`config.mk`:
```
export PLATFORM = sky130hd
export DESIGN_NAME = seq_div16
export DESIGN_NICKNAME = d
export VERILOG_FILES = /design/src/rtl/div_pkg.sv /design/src/rtl/div_step.sv /design/src/rtl/seq_div16.sv
export SDC_FILE = /design/constraint.sdc
export NUM_CORES = 1
export LEC_CHECK = 0
export BUFFER_PORTS_ARGS = -buffer_cell sky130_fd_sc_hd__clkbuf_2
export CELL_PAD_IN_SITES_DETAIL_PLACEMENT = 1
export CELL_PAD_IN_SITES_GLOBAL_PLACEMENT = 1
export CORE_MARGIN = 4
export CORE_UTILIZATION = 25
export DETAILED_ROUTE_END_ITERATION = 7
export MAX_ROUTING_LAYER = met4
export PLACE_DENSITY_LB_ADDON = 0.1
export SKIP_CTS_REPAIR_TIMING = 1
export SLEW_MARGIN = 10
export SYNTH_ARGS = -nofsm -noshare
export SYNTH_HDL_FRONTEND = slang
export SYNTH_SLANG_ARGS = --single-unit
```
`constraint.sdc`:
```
create_clock -name clk -period 3.85 [get_ports clk]
set_input_delay 0.5775 -clock clk [delete_from_list [all_inputs] [get_ports clk]]
set_output_delay 0.5775 -clock clk [all_outputs]
set_load 0.02 [all_outputs]
```
`src/rtl/div_pkg.sv`:
```
// div_pkg: shared width default, FSM state type and step-counter width for the sequential divider.
package div_pkg;
  localparam int DIV_W = 16;
  localparam int CNT_W = $clog2(DIV_W + 1);
  typedef enum logic [1:0] {IDLE, RUN, DONE} state_t;
endpackage

```
`src/rtl/div_step.sv`:
```
// div_step: one combinational restoring-division step (shift, trial subtract, restore or commit).
module div_step #(
  parameter int WIDTH = div_pkg::DIV_W
) (
  input  logic [WIDTH:0]   rem,
  input  logic [WIDTH-1:0] q,
  input  logic [WIDTH-1:0] divisor,
  output logic [WIDTH:0]   rem_next,
  output logic [WIDTH-1:0] q_next
);
  logic [WIDTH:0] sh;
  logic [WIDTH:0] trial;
  logic           ge;
  // rem[WIDTH] shifts out of the window; if set the shifted value already exceeds any divisor
  assign sh       = {rem[WIDTH-1:0], q[WIDTH-1]};
  assign trial    = sh - {1'b0, divisor};
  assign ge       = rem[WIDTH] | (sh >= {1'b0, divisor});
  assign rem_next = ge ? trial : sh;
  assign q_next   = {q[WIDTH-2:0], ge};
endmodule

```
`src/rtl/seq_div16.sv`:
```
// seq_div16: iterative unsigned restoring divider, one quotient bit per clock, start/done handshake.
module seq_div16
  import div_pkg::*;
#(
  parameter int WIDTH = DIV_W
) (
  input  logic             clk,
  input  logic             rst,
  input  logic             start,
  input  logic [WIDTH-1:0] dividend,
  input  logic [WIDTH-1:0] divisor,
  output logic             busy,
  output logic             done,
  output logic [WIDTH-1:0] quotient,
  output logic [WIDTH-1:0] remainder,
  output logic             div_by_zero
);
  localparam int CW = $clog2(WIDTH + 1);
  state_t           state, state_nx;
  logic [WIDTH:0]   rem_w, rem_nx;
  logic [WIDTH-1:0] q_w, q_nx, dvs;
  logic [CW-1:0]    cnt;
  logic             accept, zero, last;
  assign accept = start && state != RUN;
  assign zero   = divisor == '0;
  assign last   = cnt == CW'(1);
  assign busy   = state == RUN;
  assign done   = state == DONE;
  div_step #(.WIDTH(WIDTH)) u_step (
    .rem      (rem_w),
    .q        (q_w),
    .divisor  (dvs),
    .rem_next (rem_nx),
    .q_next   (q_nx)
  );
  always_ff @(posedge clk or posedge rst)
    if (rst) state <= IDLE;
    else     state <= state_nx;
  always_comb begin
    state_nx = accept ? (zero ? DONE : RUN) :
               state == RUN  ? (last ? DONE : RUN) :
               state == DONE ? IDLE : state;
  end
  always_ff @(posedge clk or posedge rst)
    if (rst) begin
      dvs         <= '0;
      q_w         <= '0;
      rem_w       <= '0;
      cnt         <= '0;
      quotient    <= '0;
      remainder   <= '0;
      div_by_zero <= 1'b0;
    end else if (accept) begin
      dvs         <= divisor;
      q_w         <= dividend;
      rem_w       <= '0;
      cnt         <= CW'(WIDTH);
      div_by_zero <= zero;
      if (zero) begin
        quotient  <= '1;
        remainder <= dividend;
      end
    end else if (state == RUN) begin
      rem_w <= rem_nx;
      q_w   <= q_nx;
      cnt   <= cnt - CW'(1);
      if (last) begin
        quotient  <= q_nx;
        remainder <= rem_nx[WIDTH-1:0];
      end
    end
endmodule

```
==> results of run 1 <==
[metrics by stage]
step | util, % | area, sq um
2_1_floorplan | - | 4700
5_1_grt | 30.9 | 5630
4_1_cts | 30.9 | 5630
6_report | 30.9 | 5630
3_5_place_dp | 29.2 | 5320
3_3_place_gp | 29.2 | 5320
[final timing paths]
path                       slack (ns)           end  cells past startpoint         start
setup / recovery                 0.58     rem_w[16]                     10       q_w[15]
hold / removal                   0.16  quotient[13]                      2           rst
setup reg to reg                 0.58     rem_w[16]                     10       q_w[15]
hold reg to reg                  0.49  quotient[11]                      1  quotient[11]
max in group asynchronous        2.87        dvs[5]                      3           rst
min in group clk                 0.45        dvs[5]                      3    divisor[5]
[cell usage in the layout, fill, tap and decap left out, drive strengths merged, types with 8 or more instances in the layout]
cell	Yosys	layout
nand2	63	63
mux2i	32	32
buf	5	11
a21o	14	14
clkbuf	24	78
a21oi	20	20
or3	8	8
xnor2	10	10
o22a	16	16
nor2	17	17
ha	20	20
inv	25	28
o22ai	20	20
o21ai	55	55
dfrtp	89	89
[per-layer routing]
metal  routed length (um)  vias up
met2                 7340       51
met3                  291       25
met5                    0        -
li1                     -     1853
met4                  414        0
met1                 6510     1915
[logic make-up (layout without fill, tap and decap cells)]
group,after synthesis,in the layout,synth area share (%)
and+or+nand+nor,121,121,11.9
adders and majority gates,21,21,5.74
DFF,89,89,47.3
AOI/OAI and AO/OA,150,150,20.4
xor gates and xnor gates,16,16,2.98
muxes,32,32,6.81
buffers and inverters,54,121,4.81
[power breakdown]
group          switching [mW]  internal [mW]  leakage, nW  total [mW]
Combinational            1.95           1.29         1.40        3.24
Clock                   0.425          0.519        0.152       0.944
Sequential              0.291           1.35         1.03        1.65
Total                    2.66           3.16         2.59        5.83
[registers in the layout (all words and copies together), names as in the netlist]
| register | cells |
|---|---|
| cnt | 5 |
| div_by_zero | 1 |
| dvs | 16 |
| q_w | 16 |
| quotient | 16 |
| rem_w | 17 |
| remainder | 16 |
| state | 2 |
[Yosys cell counts, types with 2 or more instances]
master                      count
sky130_fd_sc_hd__a31oi_1        3
sky130_fd_sc_hd__buf_1          3
sky130_fd_sc_hd__o21a_1         2
sky130_fd_sc_hd__nor2_1        17
sky130_fd_sc_hd__xnor2_1       10
sky130_fd_sc_hd__nor2b_1        3
sky130_fd_sc_hd__and3_1         5
sky130_fd_sc_hd__inv_1         25
sky130_fd_sc_hd__o22ai_1       20
sky130_fd_sc_hd__and4_1         2
sky130_fd_sc_hd__a21oi_1       20
sky130_fd_sc_hd__xor2_1         6
sky130_fd_sc_hd__nand4_1        2
sky130_fd_sc_hd__a22oi_1        5
sky130_fd_sc_hd__a221o_1        2
sky130_fd_sc_hd__nor3_1         4
sky130_fd_sc_hd__a21o_1        12
sky130_fd_sc_hd__a21o_2         2
sky130_fd_sc_hd__or3_1          8
sky130_fd_sc_hd__o22a_1        16
sky130_fd_sc_hd__nand2_1       62
sky130_fd_sc_hd__nor4_1         4
sky130_fd_sc_hd__and2_1         3
sky130_fd_sc_hd__ha_1          20
sky130_fd_sc_hd__dfrtp_1       89
sky130_fd_sc_hd__nand3_1        4
sky130_fd_sc_hd__mux2i_1       32
sky130_fd_sc_hd__o31ai_1        2
sky130_fd_sc_hd__clkbuf_1      24
sky130_fd_sc_hd__a2111oi_0      2
sky130_fd_sc_hd__o211ai_1       2
sky130_fd_sc_hd__nand2b_1       2
sky130_fd_sc_hd__o21ai_0       55
[layout make-up]
type                            count  area (sq um)  area share, %
Sequential cell                    89          2230           39.6
Tap cell                          229           287           5.09
Timing Repair Buffer               80           440           7.83
Clock buffer                        9           225           4.00
Clock inverter                      7          85.1           1.51
Inverter                           25          95.1           1.69
Multi-Input combinational cell    340          2270           40.3
==> impl_metrics.sql, run 1 <==
INSERT INTO impl_metrics (metric_group, metric, value, unit) VALUES
('clock_network', 'clkSlewWorstSetupHoldPaths', '0.07', 'ns'),
('finish', 'antenna-diode-count', '0', ''),
('timing', 'final.setup_skew', '0.0103', 'ns'),
('drt', 'drc', '0', ''),
('critical_path', 'path_cells', 'inv_1 -> ha_1 -> inv_1 -> fa_1 -> a21o_1 -> a2111o_1 -> a221o_1 -> a221oi_1 -> o32ai_1 -> a41o_1', ''),
('grt', 'grt_usage', '14.4', '%'),
('drt', 'first_iter_violations', '218', ''),
('floorplan', 'die_h', '145', 'um'),
('critical_path', 'timing.critical_path.arrival', '3.52', 'ns'),
('finish', 'fill_cells', '2068', ''),
('timing', 'worstMarginPinSlew', '0.768', 'ns'),
('critical_path', 'critPathSlowestCell', 'sky130_fd_sc_hd__a221oi_1', ''),
('timing', 'post-route-period-util', '85.0', '%'),
('drt', 'vias', '3844', ''),
('synthesis', 'synth_edf_count', '0', ''),
('floorplan', 'dieArea', '21100', 'sq um'),
('grt', 'grt_busiest_layer', 'met2', ''),
('synthesis', 'postSynth.asyncResetShare', '100', '%'),
('synthesis', 'post_synth_instance_area', '4700', 'sq um'),
('floorplan', 'floorplan.initialDensity', '25.8', '%'),
('critical_path', 'critical_path_class', 'register to register', ''),
('timing', 'finalSetupViolations', '0', ''),
('grt', 'grt_antenna_before_repair', '0', ''),
('floorplan', 'placementRows', '49', ''),
('floorplan', 'dieWidth', '145', 'um'),
('timing', 'setup_ws', '0.578', 'ns'),
('critical_path', 'critPathMaxFanout', '3', ''),
('drt', 'route.detailed.vias_per_inst', '4.93', ''),
('finish', 'drive_above_1_share', '19.1', '%'),
('place', 'place.detailed.hpwl', '10900', 'um'),
('synthesis', 'synthCells', '483', ''),
('drt', 'sum_of_routed_wire_length_over_all_layers', '14600', 'um'),
('critical_path', 'worst_path_largest_cell_delay', '0.52', 'ns'),
('hold_path', 'worst_hold_path_type', 'input port to asynchronous set/reset pin', ''),
('critical_path', 'critical_path.n_buffers_inverters', '2', ''),
('synthesis', 'yosysSeqAreaShare', '47.3', '%'),
('grt', 'global_route.overflow_total', '0', ''),
('place', 'place.gp.congestion', '0.814', ''),
('synthesis', 'synth_fp_nets', '539', ''),
('synthesis', 'postSynthRegisterBits', '89', ''),
('clock_network', 'cts.htree.levels', '3', ''),
('critical_path', 'crit_path_end_kind', 'register', ''),
('grt', 'grt_max_degree', '41', ''),
('synthesis', 'yosys-top-cells-area', 'sky130_fd_sc_hd__dfrtp_1 (47%), sky130_fd_sc_hd__mux2i_1 (6.8%), sky130_fd_sc_hd__o21ai_0 (5.9%)', ''),
('timing', 'fin_crit', '3.27', 'ns'),
('timing', 'unrepaired_setup_endpoints_after_global_routing', 'false', ''),
('place', 'post-place-cells', '763', ''),
('finish', 'area_delta_synth_final', '19.6', '%'),
('timing', 'hold_violations', '0', ''),
('synthesis', 'synthDistinctLibCells', '48', ''),
('synthesis', 'largest_area_contributor_in_the_netlist', 'sky130_fd_sc_hd__dfrtp_1', ''),
('finish', 'stdcell_count', '779', ''),
('drt', 'wl_per_cell', '18.7', 'um'),
('clock_network', 'tritoncts', 'done', ''),
('critical_path', 'required_worst_endpoint', '4.10', 'ns'),
('floorplan', 'top_level_ports', '70', ''),
('status', 'status', 'finished clean', ''),
('timing', 'fin_tns_setup', '0', 'ns'),
('grt', 'grt_first_pass_wirelength', '23700', 'um'),
('critical_path', 'crit_family', 'compound AO/OA/AOI/OAI gates', ''),
('timing', 'hold-worst-slack', '0.157', 'ns'),
('clock_network', 'clk_path_buf_depth', '2', ''),
('synthesis', 'postSynth.topFlopCell', 'sky130_fd_sc_hd__dfrtp_1', ''),
('clock_network', 'clkLatencyLatePin', '0.35', 'ns'),
('place', 'preCtsSetupSlack', '0.624', 'ns'),
('drt', 'drtAntennaViolNets', '0', ''),
('grt', 'grt_util_met2', '24.3', '%'),
('timing', 'fmax', '306', 'MHz'),
('finish', 'finalNetCount', '601', ''),
('run', 'max_cap_viol_count', '0', ''),
('synthesis', 'yosysWarningCount', '0', '');
(Power assumes the default switching activity.)
==> inputs of run 2 (changes only) <==
ABC_AREA = 1   (was default)
clock period = 3.4 ns   (was 3.85 ns; I/O delays follow)
==> run 2 against run 1 <==
  * Wire length is 13% higher
  * Die area is 12% higher
  * Cell count is 34% higher
  * Synthesized cell count is 46% higher
  * Largest power group unchanged
  * Highest routed layer unchanged
==> impl_metrics.sql, run 2 <==
INSERT INTO impl_metrics (metric_group, metric, value, unit) VALUES
('critical_path', 'timing.critical_path.arrival', '2.82', 'ns'),
('critical_path', 'r2r_cell_count', '10', ''),
('timing', 'hold_violations', '0', ''),
('grt', 'global_route.overflow_total', '0', ''),
('timing', 'fin_crit', '2.58', 'ns'),
('timing', 'post-route-period-util', '75.9', '%'),
('timing', 'finalSetupViolations', '0', ''),
('grt', 'grt_usage', '14.9', '%'),
('floorplan', 'placementRows', '52', ''),
('timing', 'fmax', '388', 'MHz'),
('clock_network', 'ctsRootBufferMaster', 'sky130_fd_sc_hd__clkbuf_16', ''),
('grt', 'grt_first_pass_wirelength', '27400', 'um'),
('floorplan', 'die_h', '153', 'um'),
('finish', 'multi_input_comb_area', '2450', 'sq um'),
('floorplan', 'floorplan.core_area', '20500', 'sq um'),
('finish', 'drive_above_1_share', '17.7', '%'),
('clock_network', 'clkSlewWorstSetupHoldPaths', '0.07', 'ns'),
('synthesis', 'yosysWarningCount', '0', ''),
('place', 'numPortBuffers', '69', ''),
('synthesis', 'synth.top_cells.by_count', 'sky130_fd_sc_hd__nand2_1 (223), sky130_fd_sc_hd__inv_1 (116), sky130_fd_sc_hd__dfrtp_1 (89)', ''),
('timing', 'report.final.slew_viol_count', '0', ''),
('timing', 'worstMarginPinSlew', '0.647', 'ns'),
('synthesis', 'synthDistinctLibCells', '41', ''),
('timing', 'unrepaired_setup_endpoints_after_global_routing', 'false', ''),
('pwr', 'irDropWorstVdd', '0.000524', 'V'),
('finish', 'largest_register', 'rem_w', ''),
('finish', 'layout.cells.most_common', 'sky130_fd_sc_hd__nand2_1', ''),
('synthesis', 'yosysMostFrequentCell', 'sky130_fd_sc_hd__nand2_1', ''),
('finish', 'most-common-layout-cells', 'sky130_fd_sc_hd__nand2_1 (223), sky130_fd_sc_hd__inv_1 (115), sky130_fd_sc_hd__dfrtp_1 (89), sky130_fd_sc_hd__clkbuf_2 (69), sky130_fd_sc_hd__nand3_1 (42)', ''),
('pwr', 'p_leak', '3.34', 'nW'),
('finish', 'finalNetCount', '824', ''),
('finish', 'final_design_area_no_fill', '6160', 'sq um'),
('pwr', 'power.density_cell_area', '1160', 'nW/um^2'),
('status', 'status', 'finished clean', ''),
('synthesis', 'synth.top_cell.area_share', '42.2', '%'),
('finish', 'largest_reg_flops', '17', ''),
('synthesis', 'synthCells', '706', ''),
('synthesis', 'synth_fp_nets', '762', ''),
('place', 'place.detailed.hpwl', '12700', 'um'),
('finish', 'area_delta_synth_final', '16.6', '%'),
('drt', 'number_of_detailed_route_iterations_in_the_first_pass', '4', ''),
('drt', 'route.detailed.vias_per_inst', '4.48', ''),
('place', 'post-place-cells', '1027', ''),
('critical_path', 'critPathMaxFanout', '32', ''),
('finish', 'regArea', '2230', 'sq um'),
('floorplan', 'top_level_ports', '70', ''),
('synthesis', 'postSynthRegisterBits', '89', ''),
('critical_path', 'required_worst_endpoint', '3.64', 'ns'),
('synthesis', 'yosysSeqAreaShare', '42.2', '%'),
('critical_path', 'crit_path_end_kind', 'register', ''),
('grt', 'grt_max_degree', '90', ''),
('synthesis', 'syn_avg_cell_area', '7.48', 'sq um'),
('floorplan', 'dieArea', '23500', 'sq um'),
('drt', 'wl_per_cell', '15.8', 'um'),
('synthesis', 'postSynth.asyncResetShare', '100', '%'),
('clock_network', 'tritoncts', 'done', ''),
('finish', 'antenna-diode-count', '0', ''),
('timing', 'final.setup_skew', '0.00506', 'ns'),
('place', 'place.gp.congestion', '0.824', ''),
('grt', 'grt_antenna_before_repair', '0', ''),
('synthesis', 'post_synth_instance_area', '5280', 'sq um'),
('drt', 'first_iter_violations', '210', ''),
('drt', 'vias', '4674', ''),
('synthesis', 'synth_edf_count', '0', ''),
('hold_path', 'worst_hold_path_type', 'input port to asynchronous set/reset pin', ''),
('clock_network', 'tritoncts.num_buffers', '9', ''),
('synthesis', 'postSynth.topFlopCell', 'sky130_fd_sc_hd__dfrtp_1', ''),
('timing', 'fin_tns_setup', '0', 'ns'),
('floorplan', 'floorplan.initialDensity', '25.8', '%'),
('clock_network', 'clk_path_buf_depth', '2', ''),
('clock_network', 'clkLatencyLatePin', '0.34', 'ns'),
('critical_path', 'critPathLaunchType', 'register', ''),
('synthesis', 'largest_area_contributor_in_the_netlist', 'sky130_fd_sc_hd__dfrtp_1', ''),
('drt', 'sum_of_routed_wire_length_over_all_layers', '16500', 'um'),
('floorplan', 'dieWidth', '153', 'um'),
('synthesis', 'yosys-top-cells-area', 'sky130_fd_sc_hd__dfrtp_1 (42%), sky130_fd_sc_hd__nand2_1 (16%), sky130_fd_sc_hd__inv_1 (8.2%)', ''),
('drt', 'drtAntennaViolNets', '0', ''),
('finish', 'fill_cells', '2556', ''),
('place', 'post_dp_cell_area', '5880', 'sq um'),
('run', 'max_cap_viol_count', '0', ''),
('critical_path', 'critical_path_class', 'register to register', ''),
('drt', 'drc', '0', ''),
('clock_network', 'cts_num_sinks', '89', ''),
('clock_network', 'cts.htree.levels', '3', ''),
('finish', 'stdcell_count', '1043', ''),
('timing', 'max_slew_margin', '56.8', '%'),
('grt', 'first_global_vias', '5151', '');
==> run 2: cell count changes after synthesis, moves of 19 or more <==
cell                      change
sky130_fd_sc_hd__inv_1       +91
sky130_fd_sc_hd__mux2i_1     -32
sky130_fd_sc_hd__nand3_1     +38
sky130_fd_sc_hd__nand2_1    +161
sky130_fd_sc_hd__nor2_1      +24
sky130_fd_sc_hd__o21ai_0     -35
sky130_fd_sc_hd__o22ai_1     -19
==> run 2: layer usage <==
metal  GRT usage (%)  part of all wire, %
met4            2.65                 0.63
met2            24.5                   48
met1            19.5                   49
met5               -                    0
met3            2.63                  2.4
==> run 2: logic make-up after synthesis <==
family	count (synthesis)	share of synthesized area (%)
AND/OR/NAND/NOR	376	32.4
buffers and inverters	147	11.7
adder cells (fa/ha/maj)	21	5.12
flip-flops	89	42.2
AO/OA/AOI/OAI	67	7.70
XOR/XNOR	6	0.995
==> run 2: per-stage QoR <==
| step | hold WS [ns] | power (mW) | setup WS (ns) | util, % |
|---|---|---|---|---|
| floorplan | 0.446 | 5.05 | 0.583 | - |
| global placement | 0.472 | 6.23 | 0.785 | 28.7 |
| detailed placement | 0.477 | 6.30 | 0.764 | 28.7 |
| CTS | 0.271 | 7.30 | 0.755 | 30.1 |
| global route | 0.277 | 7.92 | 0.585 | 30.1 |
| finish | 0.232 | 7.14 | 0.821 | 30.1 |
==> run 2: report_power, final <==
part | switching [mW] | total [mW] | internal, mW
combinational | 2.95 | 4.34 | 1.39
sequential | 0.281 | 1.84 | 1.56
clock | 0.457 | 0.957 | 0.499
total | 3.69 | 7.14 | 3.45
==> run 2: path summary, 6_finish.rpt <==
kind | startpoint | endpoint | slack, ns
min in group clk | divisor[6] | dvs[6] | 0.39
max in group asynchronous | rst | dvs[11] | 2.76
setup reg to reg | state[1] | remainder[5] | 0.82
hold reg to reg | cnt[3] | cnt[3] | 0.49
hold / removal | rst | quotient[11] | 0.23
setup / recovery | state[1] | remainder[5] | 0.82
==> run 2: area by class of cell <==
cell class	instances	area share (%)
well taps	270	5.48
inverters	123	7.56
clock inverters	7	0.894
multi-input cells	470	39.7
flip-flops and latches	89	36.2
repair buffers	75	6.54
clock buffers	9	3.66
==> run 2: critical path, cell delays in order (launching register included) <==
cell and delay [ns]:
sky130_fd_sc_hd__dfrtp_1 0.41, sky130_fd_sc_hd__inv_1 0.07, sky130_fd_sc_hd__ha_1 0.51, sky130_fd_sc_hd__inv_2 0.30
sky130_fd_sc_hd__nor2_1 0.24, sky130_fd_sc_hd__nor2_2 0.07, sky130_fd_sc_hd__nand2_4 0.24, sky130_fd_sc_hd__inv_4 0.20
sky130_fd_sc_hd__or2_2 0.32, sky130_fd_sc_hd__nand2_1 0.07, sky130_fd_sc_hd__inv_1 0.04
==> inputs of run 3 (changes only) <==
clock period = 2.3 ns   (was 3.4 ns; I/O delays follow)
==> run 3 against run 2 <==
  * Clock power rose by 71%
  * Global-route usage rose by 0.14 points
  * Clock-buffer cell count rose by 1
  * Wire length rose by 2.5%
  * Fmax rose by 21%
  * Combinational power rose by 62%
  * Critical path depth rose by 3
  * Die area did not move
  * Clock skew rose by 0.0012 ns
  * Largest cell class unchanged
  * Largest power group unchanged
==> impl_metrics.sql, run 3 (synthesis gave the netlist of run 2 again) <==
INSERT INTO impl_metrics (metric_group, metric, value, unit) VALUES
('finish', 'drive_above_1_share', '21.3', '%'),
('place', 'post_dp_cell_area', '6030', 'sq um'),
('critical_path', 'critical_path_class', 'register to register', ''),
('critical_path', 'r2r_cell_count', '13', ''),
('place', 'place.detailed.hpwl', '13300', 'um'),
('place', 'numPortBuffers', '69', ''),
('run', 'max_cap_viol_count', '0', ''),
('grt', 'grt_antenna_before_repair', '0', ''),
('critical_path', 'critPathLaunchType', 'register', ''),
('finish', 'area_delta_synth_final', '23.1', '%'),
('floorplan', 'floorplan.initialDensity', '25.8', '%'),
('drt', 'sum_of_routed_wire_length_over_all_layers', '16900', 'um'),
('finish', 'most-common-layout-cells', 'sky130_fd_sc_hd__nand2_1 (221), sky130_fd_sc_hd__inv_1 (115), sky130_fd_sc_hd__dfrtp_1 (89), sky130_fd_sc_hd__clkbuf_2 (69), sky130_fd_sc_hd__nor2_1 (40)', ''),
('drt', 'drc', '0', ''),
('timing', 'max_slew_margin', '65.8', '%'),
('finish', 'layout.cells.most_common', 'sky130_fd_sc_hd__nand2_1', ''),
('timing', 'report.final.slew_viol_count', '0', ''),
('critical_path', 'timing.critical_path.arrival', '2.37', 'ns'),
('clock_network', 'clk_path_buf_depth', '2', ''),
('critical_path', 'regToRegStartpoint', 'rem_w[2]', ''),
('drt', 'route.detailed.vias_per_inst', '4.50', ''),
('finish', 'stdcell_count', '1064', ''),
('floorplan', 'top_level_ports', '70', ''),
('clock_network', 'tritoncts.num_buffers', '9', ''),
('timing', 'fin_crit', '2.12', 'ns'),
('timing', 'finalSetupViolations', '0', ''),
('finish', 'final_design_area_no_fill', '6500', 'sq um'),
('clock_network', 'tritoncts', 'done', ''),
('clock_network', 'ctsRootBufferMaster', 'sky130_fd_sc_hd__clkbuf_16', ''),
('finish', 'fill_cells', '2515', ''),
('timing', 'fmax', '471', 'MHz'),
('critical_path', 'critPathMaxFanout', '19', ''),
('timing', 'post-route-period-util', '92.4', '%'),
('grt', 'grt_first_pass_wirelength', '27700', 'um'),
('clock_network', 'clkSlewWorstSetupHoldPaths', '0.07', 'ns'),
('timing', 'worstMarginPinSlew', '0.512', 'ns'),
('timing', 'final.setup_skew', '0.00623', 'ns'),
('timing', 'fin_tns_setup', '0', 'ns'),
('pwr', 'irDropWorstVdd', '0.000746', 'V'),
('place', 'place.gp.congestion', '0.826', ''),
('grt', 'global_route.overflow_total', '0', ''),
('critical_path', 'crit_path_end_kind', 'register', ''),
('finish', 'antenna-diode-count', '0', ''),
('critical_path', 'required_worst_endpoint', '2.54', 'ns'),
('critical_path', 'crit-reg2reg-capture', 'remainder[1]', ''),
('finish', 'finalNetCount', '845', ''),
('hold_path', 'worst_hold_path_type', 'input port to asynchronous set/reset pin', ''),
('floorplan', 'die_h', '153', 'um'),
('floorplan', 'placementRows', '52', ''),
('finish', 'regArea', '2230', 'sq um'),
('timing', 'hold_violations', '0', ''),
('drt', 'vias', '4787', ''),
('pwr', 'power.density_cell_area', '1750', 'nW/um^2'),
('grt', 'first_global_vias', '5038', ''),
('place', 'post-place-cells', '1043', ''),
('finish', 'largest_reg_flops', '17', ''),
('drt', 'number_of_detailed_route_iterations_in_the_first_pass', '4', ''),
('clock_network', 'clkLatencyLatePin', '0.35', 'ns'),
('pwr', 'fin_total_pwr', '11.4', 'mW'),
('grt', 'grt_max_degree', '39', ''),
('clock_network', 'cts.htree.levels', '3', ''),
('finish', 'largest_register', 'rem_w', ''),
('grt', 'grt_usage', '15.0', '%'),
('pwr', 'p_leak', '3.50', 'nW'),
('drt', 'wl_per_cell', '15.9', 'um'),
('finish', 'multi_input_comb_area', '2520', 'sq um'),
('clock_network', 'cts_num_sinks', '89', ''),
('status', 'status', 'finished clean', ''),
('drt', 'first_iter_violations', '157', ''),
('floorplan', 'dieWidth', '153', 'um'),
('drt', 'drtAntennaViolNets', '0', ''),
('critical_path', 'ff2ff_setup_slack', '0.18', 'ns'),
('floorplan', 'dieArea', '23500', 'sq um'),
('floorplan', 'floorplan.core_area', '20500', 'sq um');
==> run 3: worst max-delay path, stage by stage (launching register included) <==
cell	delay (ns)
sky130_fd_sc_hd__dfrtp_1	0.41
sky130_fd_sc_hd__ha_1	0.36
sky130_fd_sc_hd__nand2_1	0.14
sky130_fd_sc_hd__inv_1	0.06
sky130_fd_sc_hd__nand2_1	0.08
sky130_fd_sc_hd__nand3_2	0.14
sky130_fd_sc_hd__nand2_2	0.12
sky130_fd_sc_hd__nand2_2	0.10
sky130_fd_sc_hd__nand2_8	0.13
sky130_fd_sc_hd__nand2_8	0.14
sky130_fd_sc_hd__nand3_1	0.12
sky130_fd_sc_hd__nand3_1	0.09
sky130_fd_sc_hd__nand2_1	0.08
sky130_fd_sc_hd__inv_1	0.04
==> run 3: per-stage QoR <==
| step | utilization, % | setup slack, ns | hold WS, ns |
|---|---|---|---|
| 6_report | 31.7 | 0.176 | 0.00220 |
| 5_1_grt | 31.7 | -0.00155 | 0.0288 |
| 4_1_cts | 31.0 | -0.0489 | 0.00340 |
| 3_5_place_dp | 29.4 | -0.0435 | 0.384 |
| 3_3_place_gp | 29.4 | -0.00567 | 0.379 |
| 2_1_floorplan | - | 0.353 | 0.446 |
==> run 3: how the worst max path moves through the flow <==
stage,from,end,cells past startpoint
after global placement,rem_w[5],remainder[0],13
final,rem_w[2],remainder[1],13
after CTS,rem_w[11],remainder[15],13
after floorplan,state[1],remainder[5],12
after global routing,rem_w[12],remainder[2],12
after detailed placement,rem_w[11],remainder[15],13
==> run 3: area by class of cell <==
| cell class | instances | share of cell area [%] |
|---|---|---|
| timing repair buffer | 96 | 9.58 |
| clock inverter | 6 | 1.38 |
| multi-input combinational | 470 | 38.7 |
| clock buffer | 10 | 3.67 |
| inverter | 123 | 7.19 |
| tap | 270 | 5.19 |
| sequential | 89 | 34.2 |
==> run 3: report_power, final <==
part	leakage, nW	switching, mW	internal, mW
sequential	1.04	0.412	2.31
clock	0.159	0.659	0.986
combinational	2.29	4.52	2.52
total	3.50	5.59	5.81
==> run 3: layer usage <==
metal / up-vias / track usage, % / wire length (um)
met5: - / - / 0
met4: 0 / 3.15 / 142
met3: 7 / 2.37 / 414
met1: 2350 / 19.9 / 8080
met2: 46 / 24.5 / 8240
li1: 2384 / - / -
